==> config.mk <==
export PLATFORM = sky130hd
export DESIGN_NAME = multicycle_ctrl_flat
export DESIGN_NICKNAME = d
export VERILOG_FILES = /design/src/rtl/multicycle_ctrl_pkg.sv /design/src/rtl/multicycle_ctrl_if.sv /design/src/rtl/multicycle_ctrl_decode.sv /design/src/rtl/multicycle_ctrl.sv /design/src/flat_wrapper.sv
export SDC_FILE = /design/constraint.sdc
export NUM_CORES = 1
export LEC_CHECK = 0
export BUFFER_PORTS_ARGS = -buffer_cell sky130_fd_sc_hd__buf_2
export CAP_MARGIN = 20
export CORE_MARGIN = 3
export CORE_UTILIZATION = 49
export DETAILED_ROUTE_END_ITERATION = 12
export PLACE_DENSITY = 0.8
export SLEW_MARGIN = 25
export SYNTH_ARGS = -nofsm -noshare
export SYNTH_HDL_FRONTEND = slang
export SYNTH_SLANG_ARGS = --single-unit
==> constraint.sdc <==
create_clock -name clk -period 2.39 [get_ports clk]
set_clock_uncertainty 0.05 [all_clocks]
set_input_delay 0.478 -clock clk [delete_from_list [all_inputs] [get_ports clk]]
set_output_delay 0.478 -clock clk [all_outputs]
set_load 0.03 [all_outputs]
==> src/rtl/multicycle_ctrl_pkg.sv <==
// Shared constants and types for the RV32I-subset multi-cycle controller.
package multicycle_ctrl_pkg;

  localparam logic [6:0] OP_R      = 7'b0110011;
  localparam logic [6:0] OP_I      = 7'b0010011;
  localparam logic [6:0] OP_LOAD   = 7'b0000011;
  localparam logic [6:0] OP_STORE  = 7'b0100011;
  localparam logic [6:0] OP_BRANCH = 7'b1100011;

  localparam logic [1:0] ALUOP_ADD  = 2'b00;
  localparam logic [1:0] ALUOP_SUB  = 2'b01;
  localparam logic [1:0] ALUOP_FUNC = 2'b10;

  typedef enum logic [2:0] {
    S_FETCH  = 3'd0,
    S_DECODE = 3'd1,
    S_EXEC   = 3'd2,
    S_MEM    = 3'd3,
    S_WB     = 3'd4,
    S_TRAP   = 3'd5
  } state_e;

  // Instruction class, one-hot; all-zero means unsupported.
  typedef struct packed {
    logic r;
    logic i;
    logic ld;
    logic st;
    logic br;
  } cls_t;

endpackage

==> src/rtl/multicycle_ctrl_if.sv <==
// Control/status bundle between the controller (master) and the datapath (slave).
interface multicycle_ctrl_if #(parameter int CNT_W = 32);
  logic [31:0]      inst;
  logic             zero;
  logic             mem_ready;
  logic [1:0]       ALUOp;
  logic             ALUSrc;
  logic [2:0]       ALUFunct3;
  logic [6:0]       ALUFunct7;
  logic             PCWrite;
  logic             PCSrc;
  logic             IRWrite;
  logic             MemRead;
  logic             IorD;
  logic             MemWrite;
  logic             RegWrite;
  logic             MemtoReg;
  logic             illegal;
  logic [CNT_W-1:0] InstRetired;
  logic [2:0]       state;

  modport master (
    input  inst, zero, mem_ready,
    output ALUOp, ALUSrc, ALUFunct3, ALUFunct7, PCWrite, PCSrc, IRWrite,
           MemRead, IorD, MemWrite, RegWrite, MemtoReg, illegal, InstRetired, state
  );

  modport slave (
    output inst, zero, mem_ready,
    input  ALUOp, ALUSrc, ALUFunct3, ALUFunct7, PCWrite, PCSrc, IRWrite,
           MemRead, IorD, MemWrite, RegWrite, MemtoReg, illegal, InstRetired, state
  );
endinterface

==> src/rtl/multicycle_ctrl_decode.sv <==
// Opcode/funct3 classifier: one-hot instruction class plus a legal bit.
module multicycle_ctrl_decode
  import multicycle_ctrl_pkg::*;
(
  input  logic [6:0] opcode_i,
  input  logic [2:0] funct3_i,
  output cls_t       cls_o,
  output logic       legal_o
);

  always_comb begin
    cls_o = '0;
    case (opcode_i)
      OP_R:      cls_o.r  = 1'b1;
      OP_I:      cls_o.i  = 1'b1;
      OP_LOAD:   cls_o.ld = 1'b1;
      OP_STORE:  cls_o.st = 1'b1;
      // only beq (000) and bne (001) are implemented
      OP_BRANCH: cls_o.br = (funct3_i[2:1] == 2'b00);
      default:   cls_o    = '0;
    endcase
  end

  assign legal_o = |cls_o;

endmodule

==> src/rtl/multicycle_ctrl.sv <==
// Multi-cycle FETCH/DECODE/EXEC/MEM/WB sequencer with memory timeout trap.
module multicycle_ctrl
  import multicycle_ctrl_pkg::*;
#(
  parameter int CNT_W   = 32,
  parameter int TIMEOUT = 255
) (
  input  logic              clk,
  input  logic              rst_n,
  multicycle_ctrl_if.master bus
);

  localparam int TMO_W = (TIMEOUT < 2) ? 1 : $clog2(TIMEOUT + 1);

  state_e           state_q, state_d;
  logic [TMO_W-1:0] tmo_q, tmo_d;
  logic [CNT_W-1:0] ret_q, ret_d;
  logic             ill_q, ill_d;
  cls_t             cls;
  logic             legal, take, mem_wait, tmo_hit, retire;
  logic             unused_inst;

  multicycle_ctrl_decode u_dec (
    .opcode_i (bus.inst[6:0]),
    .funct3_i (bus.inst[14:12]),
    .cls_o    (cls),
    .legal_o  (legal)
  );

  assign unused_inst = ^{bus.inst[24:15], bus.inst[11:7]};

  assign take     = bus.inst[12] ? !bus.zero : bus.zero;
  assign mem_wait = ((state_q == S_FETCH) || (state_q == S_MEM)) && !bus.mem_ready;
  // Counter is zero on entry to FETCH/MEM because every other state clears it.
  assign tmo_d    = mem_wait ? tmo_q + TMO_W'(1) : '0;
  assign tmo_hit  = (TIMEOUT != 0) && mem_wait && (tmo_d == TMO_W'(TIMEOUT));
  assign retire   = ((state_q == S_EXEC) && cls.br) ||
                    ((state_q == S_MEM) && cls.st && bus.mem_ready) ||
                    (state_q == S_WB);
  assign ret_d    = retire ? ret_q + CNT_W'(1) : ret_q;
  assign ill_d    = ill_q | (state_d == S_TRAP);

  always_ff @(posedge clk or negedge rst_n) begin
    if (!rst_n) state_q <= S_FETCH;
    else        state_q <= state_d;
  end

  always_ff @(posedge clk or negedge rst_n) begin
    if (!rst_n) begin
      tmo_q <= '0;
      ret_q <= '0;
      ill_q <= 1'b0;
    end else begin
      tmo_q <= tmo_d;
      ret_q <= ret_d;
      ill_q <= ill_d;
    end
  end

  always_comb begin
    state_d = state_q;
    case (state_q)
      S_FETCH:  if (bus.mem_ready) state_d = S_DECODE;
                else if (tmo_hit)  state_d = S_TRAP;
      S_DECODE: state_d = legal ? S_EXEC : S_TRAP;
      S_EXEC:   state_d = cls.br ? S_FETCH : (cls.ld || cls.st) ? S_MEM : S_WB;
      S_MEM:    if (bus.mem_ready) state_d = cls.st ? S_FETCH : S_WB;
                else if (tmo_hit)  state_d = S_TRAP;
      S_WB:     state_d = S_FETCH;
      default:  state_d = S_TRAP;
    endcase
  end

  always_comb begin
    bus.ALUOp     = ALUOP_ADD;
    bus.ALUSrc    = 1'b0;
    bus.ALUFunct3 = 3'b000;
    bus.ALUFunct7 = 7'b0000000;
    bus.PCWrite   = 1'b0;
    bus.PCSrc     = 1'b0;
    bus.IRWrite   = 1'b0;
    bus.MemRead   = 1'b0;
    bus.IorD      = 1'b0;
    bus.MemWrite  = 1'b0;
    bus.RegWrite  = 1'b0;
    bus.MemtoReg  = 1'b0;
    case (state_q)
      S_FETCH: begin
        bus.MemRead = 1'b1;
        bus.IRWrite = bus.mem_ready;
        bus.PCWrite = bus.mem_ready;
      end
      S_EXEC: begin
        if (cls.r) begin
          bus.ALUOp     = ALUOP_FUNC;
          bus.ALUFunct3 = bus.inst[14:12];
          bus.ALUFunct7 = bus.inst[31:25];
        end else if (cls.i) begin
          bus.ALUOp     = ALUOP_FUNC;
          bus.ALUSrc    = 1'b1;
          bus.ALUFunct3 = bus.inst[14:12];
        end else if (cls.ld || cls.st) begin
          bus.ALUSrc    = 1'b1;
        end else if (cls.br) begin
          bus.ALUOp     = ALUOP_SUB;
          bus.PCWrite   = take;
          bus.PCSrc     = take;
        end
      end
      S_MEM: begin
        bus.IorD     = 1'b1;
        bus.MemRead  = cls.ld;
        bus.MemWrite = cls.st;
      end
      S_WB: begin
        bus.RegWrite = 1'b1;
        bus.MemtoReg = cls.ld;
      end
      default: ;
    endcase
  end

  assign bus.illegal     = ill_q;
  assign bus.InstRetired = ret_q;
  assign bus.state       = state_q;

endmodule
==> src/flat_wrapper.sv <==
// flat-port wrapper written by rule: the top's interface ports become plain ports
module multicycle_ctrl_flat import multicycle_ctrl_pkg::*;
#(
  parameter int CNT_W   = 32,
  parameter int TIMEOUT = 255
)
  (clk, rst_n, bus_inst, bus_zero, bus_mem_ready, bus_ALUOp, bus_ALUSrc, bus_ALUFunct3, bus_ALUFunct7, bus_PCWrite, bus_PCSrc, bus_IRWrite, bus_MemRead, bus_IorD, bus_MemWrite, bus_RegWrite, bus_MemtoReg, bus_illegal, bus_InstRetired, bus_state);
  multicycle_ctrl_if #(.CNT_W(CNT_W)) bus_i ();
  input  logic clk;
  input  logic rst_n;
  input wire logic [$bits(bus_i.inst)-1:0] bus_inst;
  input wire logic [$bits(bus_i.zero)-1:0] bus_zero;
  input wire logic [$bits(bus_i.mem_ready)-1:0] bus_mem_ready;
  output wire logic [$bits(bus_i.ALUOp)-1:0] bus_ALUOp;
  output wire logic [$bits(bus_i.ALUSrc)-1:0] bus_ALUSrc;
  output wire logic [$bits(bus_i.ALUFunct3)-1:0] bus_ALUFunct3;
  output wire logic [$bits(bus_i.ALUFunct7)-1:0] bus_ALUFunct7;
  output wire logic [$bits(bus_i.PCWrite)-1:0] bus_PCWrite;
  output wire logic [$bits(bus_i.PCSrc)-1:0] bus_PCSrc;
  output wire logic [$bits(bus_i.IRWrite)-1:0] bus_IRWrite;
  output wire logic [$bits(bus_i.MemRead)-1:0] bus_MemRead;
  output wire logic [$bits(bus_i.IorD)-1:0] bus_IorD;
  output wire logic [$bits(bus_i.MemWrite)-1:0] bus_MemWrite;
  output wire logic [$bits(bus_i.RegWrite)-1:0] bus_RegWrite;
  output wire logic [$bits(bus_i.MemtoReg)-1:0] bus_MemtoReg;
  output wire logic [$bits(bus_i.illegal)-1:0] bus_illegal;
  output wire logic [$bits(bus_i.InstRetired)-1:0] bus_InstRetired;
  output wire logic [$bits(bus_i.state)-1:0] bus_state;
  assign bus_i.inst = bus_inst;
  assign bus_i.zero = bus_zero;
  assign bus_i.mem_ready = bus_mem_ready;
  assign bus_ALUOp = bus_i.ALUOp;
  assign bus_ALUSrc = bus_i.ALUSrc;
  assign bus_ALUFunct3 = bus_i.ALUFunct3;
  assign bus_ALUFunct7 = bus_i.ALUFunct7;
  assign bus_PCWrite = bus_i.PCWrite;
  assign bus_PCSrc = bus_i.PCSrc;
  assign bus_IRWrite = bus_i.IRWrite;
  assign bus_MemRead = bus_i.MemRead;
  assign bus_IorD = bus_i.IorD;
  assign bus_MemWrite = bus_i.MemWrite;
  assign bus_RegWrite = bus_i.RegWrite;
  assign bus_MemtoReg = bus_i.MemtoReg;
  assign bus_illegal = bus_i.illegal;
  assign bus_InstRetired = bus_i.InstRetired;
  assign bus_state = bus_i.state;
  multicycle_ctrl #(.CNT_W(CNT_W), .TIMEOUT(TIMEOUT)) u_core (.clk(clk), .rst_n(rst_n), .bus(bus_i));
endmodule
==> impl_metrics.json, run 1 <==
{
  "status": "finished clean",
  "regArea_mm2": 0.00110,
  "grt_max_degree": 45,
  "syn_avg_cell_area_um2": 9.78,
  "root_buffer": "clkbuf_8",
  "dr.pass1.iters": 4,
  "initial_core_util": 0.532,
  "core_mm2": 0.00456,
  "netlist_area_mm2": 0.00243,
  "wirelength_um": 5520,
  "dpl.hpwl_um": 4020,
  "rows": 24,
  "slew_headroom": 0.637,
  "clockBufferDepth": 2,
  "die_x_um": 76.4,
  "diodes": 0,
  "num_vias": 2136,
  "max_freq_mhz": 437,
  "ys.flop_type": "dfrtp_1",
  "fin_nets": 373,
  "pin_count": 93,
  "htreeDepth": 2,
  "ys_seq_elements": 44,
  "netlist_instances": 248,
  "setup_viol": 0,
  "cp_max_fo": 7,
  "p_leak_nw": 1.52,
  "track_usage": 0.189,
  "synth-simple-area-share": 0.315,
  "routed_via_density": 5.33,
  "hold_viol_final": 0,
  "ant_nets": 0,
  "syn2layout_area_growth_pct": 25.9,
  "antenna_found_initial": 0,
  "cts_buffers": 5,
  "power_density_mw_per_mm2": 564,
  "muxShareOfSynthArea": 0,
  "syn_nets": 286,
  "finalPower_w": 0.00172,
  "drc_errors": 0,
  "grt_pass1_vias": 1933,
  "cts_hold_buf": 0,
  "whs_ns": 0.186,
  "instances_no_fill": 401,
  "synth_top_family_by_area": "simple AND/OR/NAND/NOR gates",
  "rsz0062_at_grt": "false",
  "insertion_delay_ns": 0.31,
  "met1_length_um": 2530,
  "grt_pass1_wl_um": 9200,
  "drt_iter0_drc": 159,
  "synth_compound_area_frac": 0.0526,
  "io_buffers": 77,
  "worst_setup_path_end_kind": "output pin",
  "wl_per_cell_um": 13.8,
  "layout_commonest_cell": "buf_2",
  "yosysWarnings": 0,
  "ir_worst_vdd_uv": 332,
  "clkTransAtPathRegs_ns": 0.10,
  "synth-xor-area-share": 0.137,
  "die_y_um": 76.4,
  "ys_async_sr_fraction": 1.00,
  "fin_crit_sh": 0.957,
  "path_class": "register to output pin",
  "synth_adder_area_share": 0.0103,
  "final_core_util": 0.669,
  "placed_cells": 390,
  "required_ns": 1.86,
  "cp.arrival_ns": 1.76,
  "drive_above_1_share": 0.324,
  "grt_remaining_overflow": 0,
  "nFillCells": 392,
  "synth-seq-area-share": 0.454,
  "wl_met3_um": 261,
  "cts.sinks": 44,
  "wl_met2_um": 2670,
  "start_kind": "register",
  "synth_edf_count": 0,
  "layout_common_cells": "buf_2 (77), dfrtp_1 (42), xnor2_1 (29)",
  "yosysUniqueCellTypes": 41,
  "top_layer": "met4",
  "worst_slew_pin_slew_ns": 0.544,
  "finalSetupTns_ns": 0,
  "multi_input_area_mm2": 0.00126,
  "slew_violations": 0,
  "layout_min_cycle_time_ns": 2.29,
  "place.gp.congestion": 0.865,
  "hold_path_class": "input port to asynchronous set/reset pin",
  "cts_tree": "yes",
  "dieArea_mm2": 0.00583,
  "maxCapViolations": 0
}
[worst max-delay path, cell delays in order (launching register included)]
cell	delay (ns)
dfrtp_2	0.46
nor3b_4	0.21
nand2_1	0.10
nor2_1	0.12
and3_2	0.24
and2_1	0.14
buf_2	0.19
[synthesized netlist by cell type (all sizes together) (2+ instances only)]
master,count,area share
nand2,19,0.029
clkbuf,2,0.0036
nor3,6,0.012
a31oi,3,0.0077
buf,6,0.015
o21ai,4,0.0083
and4,5,0.018
a211o,2,0.0072
ha,2,0.010
dfrtp,44,0.45
or3,2,0.0052
and4bb,2,0.010
nor2,22,0.034
and3,13,0.034
a21oi,3,0.0062
a211oi,2,0.0062
nand4,19,0.052
nand3,17,0.037
and2,12,0.031
nand3b,3,0.0093
xnor2,29,0.10
nor4b,2,0.016
nand2b,2,0.0052
xor2,9,0.032
or2,2,0.0052
inv,8,0.012
[timing repair]
item / in CTS / in global routing
setup buffers: 0 / 3
setup endpoints to repair: 7 / 7
gates resized for setup: 2 / 2
pin swaps: 0 / 0
[cells by family after synthesis]
family	count (synthesis)
XOR/XNOR	38
flip-flops	44
AO/OA/AOI/OAI	18
buffers and inverters	16
adder cells (fa/ha/maj)	2
AND/OR/NAND/NOR	130
[layer usage]
metal,up-vias,GRT usage
met5,-,0
met4,0,0.0399
met3,7,0.0414
met2,60,0.315
met1,1020,0.255
li1,1049,-
[final cells by class]
type,count,share of cell area
tap,65,0.0266
inverter,8,0.00983
sequential,44,0.361
timing repair buffer,88,0.152
multi-input combinational,188,0.412
clock buffer,5,0.0225
clock inverter,3,0.0152
[per-stage QoR]
stage	cell area (um2)	setup WS, ns
after floorplan	2430	0.134
after global placement	2910	0.168
after detailed placement	2910	0.146
after CTS	3030	0.00681
after global routing	3060	0.00373
final	3060	0.102
[worst paths after layout]
check / startpoint / endpoint / slack, ns / cells past startpoint
max in group asynchronous: rst_n / u_core.bus.state[0]$_DFF_PN0_ / 1.70 / 2
worst min register to register: u_core.bus.InstRetired[31]$_DFFE_PN0P_ / u_core.bus.InstRetired[31]$_DFFE_PN0P_ / 0.42 / 1
min in group clk: bus_mem_ready / u_core.bus.state[1]$_DFF_PN0_ / 0.40 / 2
worst max-delay path: u_core.bus.state[0]$_DFF_PN0_ / bus_ALUFunct7[4] / 0.10 / 6
worst max register to register: u_core.bus.state[0]$_DFF_PN0_ / u_core.bus.state[0]$_DFF_PN0_ / 0.29 / 6
worst min-delay path: rst_n / u_core.bus.InstRetired[19]$_DFFE_PN0P_ / 0.19 / 2
[state kept, by name (all words and copies together) (netlist names)]
register and flops:
u_core.bus.InstRetired 32, u_core.tmo_q 8, u_core.bus.state 3, u_core.bus.illegal 1
[power breakdown]
group          switching, W  internal (W)  total (W)
Sequential        0.0000478      0.000774   0.000822
Clock              0.000278      0.000315   0.000593
Combinational      0.000208     0.0000993   0.000307
Total              0.000534       0.00119    0.00172
No activity file was read; power rests on OpenSTA's default activity.
==> inputs of run 2 (changes only) <==
- ABC_AREA: unset -> 1
- CELL_PAD_IN_SITES_DETAIL_PLACEMENT: unset -> 0
- CELL_PAD_IN_SITES_GLOBAL_PLACEMENT: unset -> 1
- CORE_UTILIZATION: 49 -> 36
- PLACE_DENSITY: 0.8 -> unset
- PLACE_DENSITY_LB_ADDON: unset -> 0.1
==> run 2 against run 1 <==
Compared with the run above: non-clock buffer count decreased by 7; flip-flop and latch count unchanged; routed wire length increased by 30%; cell count increased by 41%; via count increased by 24%; sequential power decreased by 9.5%; critical endpoint is now bus_ALUFunct3[1].
==> impl_metrics.json, run 2 <==
{
  "worst_setup_path_end_kind": "output pin",
  "antenna_found_initial": 0,
  "syn_nets": 418,
  "postCtsResizedCells": 0,
  "netlist_instances": 380,
  "clkTransAtPathRegs_ns": 0.10,
  "maxCapViolations": 0,
  "ir_worst_vdd_uv": 197,
  "placed_cells": 556,
  "postCtsSetupBuffers": 0,
  "drc_errors": 0,
  "syn2layout_area_growth_pct": 22.0,
  "worst_slew_pin_slew_ns": 0.490,
  "hold_path_class": "input port to asynchronous set/reset pin",
  "slew_headroom": 0.671,
  "place.gp.congestion": 0.891,
  "yosysTopAreaCellShare": 0.385,
  "required_ns": 1.86,
  "grt_remaining_overflow": 0,
  "routed_via_density": 4.69,
  "critical_path.top_delay_family": "simple AND/OR/NAND/NOR gates",
  "whs_ns": 0.0821,
  "cp_cell_sequence": "nor2_1, nand2_2, nor3_2, inv_1, nor2_1, buf_2",
  "num_vias": 2647,
  "synth-seq-area-share": 0.385,
  "insertion_delay_ns": 0.30,
  "yosysTopAreaCell": "dfrtp_1",
  "p_leak_nw": 1.76,
  "cts_tree": "yes",
  "track_usage": 0.173,
  "diodes": 0,
  "drt_iter0_drc": 94,
  "power_density_mw_per_mm2": 373,
  "syn_avg_cell_area_um2": 7.53,
  "worst_slack_ns": 0.236,
  "wirelength_um": 7210,
  "initial_core_util": 0.382,
  "yosysWarnings": 0,
  "fin_nets": 502,
  "dpl.hpwl_um": 5840,
  "finalSetupTns_ns": 0,
  "netlist_area_mm2": 0.00286,
  "grt_pass1_vias": 2542,
  "slew_violations": 0,
  "largest_register_ffs": 32,
  "layout_commonest_cell": "nand2_1",
  "instances_no_fill": 564,
  "grt_pass1_wl_um": 12400,
  "slowest_delay_ns": 0.47,
  "cts_buffers": 5,
  "wl_per_cell_um": 12.8,
  "htreeDepth": 2,
  "ant_nets": 0,
  "core_mm2": 0.00749,
  "fin_crit_sh": 0.901,
  "hold_viol_final": 0,
  "root_buffer": "clkbuf_8",
  "clockBufferDepth": 2,
  "preCtsSetupSlack_ns": 0.255,
  "cts_hold_buf": 0,
  "nFillCells": 773,
  "ys.flop_type": "dfrtp_1",
  "cp.arrival_ns": 1.63,
  "ys_seq_elements": 44,
  "dr.pass1.iters": 4,
  "dieArea_mm2": 0.00905,
  "pin_count": 93,
  "max_freq_mhz": 464,
  "crit_slowest_cell": "dfrtp_1",
  "start_kind": "register",
  "die_x_um": 95.1,
  "ys_top_cells_by_area": "dfrtp_1 (38%), nand2_1 (11%), xor2_1 (8.0%)",
  "rsz0062_at_grt": "false",
  "die_y_um": 95.1,
  "yosysUniqueCellTypes": 33,
  "rows": 31,
  "path_class": "register to output pin",
  "synth_common_cells": "nand2_1 (86), inv_1 (55), nor2_1 (50)",
  "cts.sinks": 44,
  "layout_min_cycle_time_ns": 2.15,
  "status": "finished clean",
  "layout_common_cells": "nand2_1 (86), buf_2 (77), inv_1 (55)",
  "synth_edf_count": 0,
  "grt_max_degree": 25,
  "yosysMostFrequentCell": "nand2_1",
  "drive_above_1_share": 0.271,
  "io_buffers": 77,
  "cp_max_fo": 7,
  "critPathMostFrequentCell": "nor2_1",
  "setup_viol": 0,
  "crit_buf_inv": 2,
  "ys_async_sr_fraction": 1.00
}
==> run 2: final timing paths <==
| check | from | end | slack, ns | cells after the start |
|---|---|---|---|---|
| worst max-delay path | u_core.bus.state[2]$_DFF_PN0_ | bus_ALUFunct3[1] | 0.24 | 6 |
| worst min-delay path | rst_n | u_core.bus.InstRetired[4]$_DFFE_PN0P_ | 0.08 | 1 |
| worst max register to register | u_core.bus.InstRetired[0]$_DFFE_PN0P_ | u_core.bus.InstRetired[24]$_DFFE_PN0P_ | 0.38 | 9 |
| worst min register to register | u_core.bus.illegal$_DFF_PN0_ | u_core.bus.illegal$_DFF_PN0_ | 0.42 | 2 |
| max in group asynchronous | rst_n | u_core.bus.InstRetired[20]$_DFFE_PN0P_ | 1.71 | 2 |
| min in group clk | u_core.bus.illegal$_DFF_PN0_ | u_core.bus.illegal$_DFF_PN0_ | 0.42 | 2 |
==> run 2: kinds of logic (layout without fill, tap and decap cells) <==
group,after synthesis,count (layout),synth area share
compound gates,21,21,0.0398
xor+xnor,32,32,0.0980
fa+ha+maj,2,2,0.00875
buf+inv,62,147,0.0857
flops,44,44,0.385
mux,3,3,0.0144
simple gates,216,216,0.368
==> run 2: stage by stage <==
step / util / area (um2) / power [W]
after detailed placement: 0.453 / 3390 / 0.000812
after CTS: 0.466 / 3490 / 0.00133
final: 0.466 / 3490 / 0.00130
after floorplan: - / 2870 / 0.000769
after global placement: 0.453 / 3390 / 0.000812
after global routing: 0.466 / 3490 / 0.00136
==> run 2: worst reg2reg max path: stages, from the launching register on <==
cell	delay, ns
dfrtp_1	0.44
ha_1	0.24
inv_1	0.10
nor3_2	0.25
inv_1	0.10
nor2_1	0.27
nand2_2	0.13
nor2_4	0.12
nand2_1	0.08
xnor2_1	0.12
==> run 2: report_power, final <==
group          leakage (nW)  internal (W)  switching, W  total [W]
Sequential            0.552      0.000744             0   0.000744
Clock                0.0434      0.000234      0.000274   0.000508
Combinational          1.16     0.0000199     0.0000317  0.0000516
==> run 2: cell type report <==
class	count	area (um2)	area share
Clock buffer	6	82.6	0.0237
Multi-Input combinational cell	274	1520	0.435
Tap cell	99	124	0.0355
Clock inverter	2	15.0	0.00430
Sequential cell	44	1100	0.316
Timing Repair Buffer	81	428	0.123
Inverter	58	220	0.0631
==> run 2: routing by layer <==
layer,GRT usage,vias up,part of all wire
met1,0.267,1191,0.52
li1,-,1374,-
met4,0.0361,0,0.0085
met3,0.0418,6,0.068
met2,0.241,76,0.40
met5,0,-,0
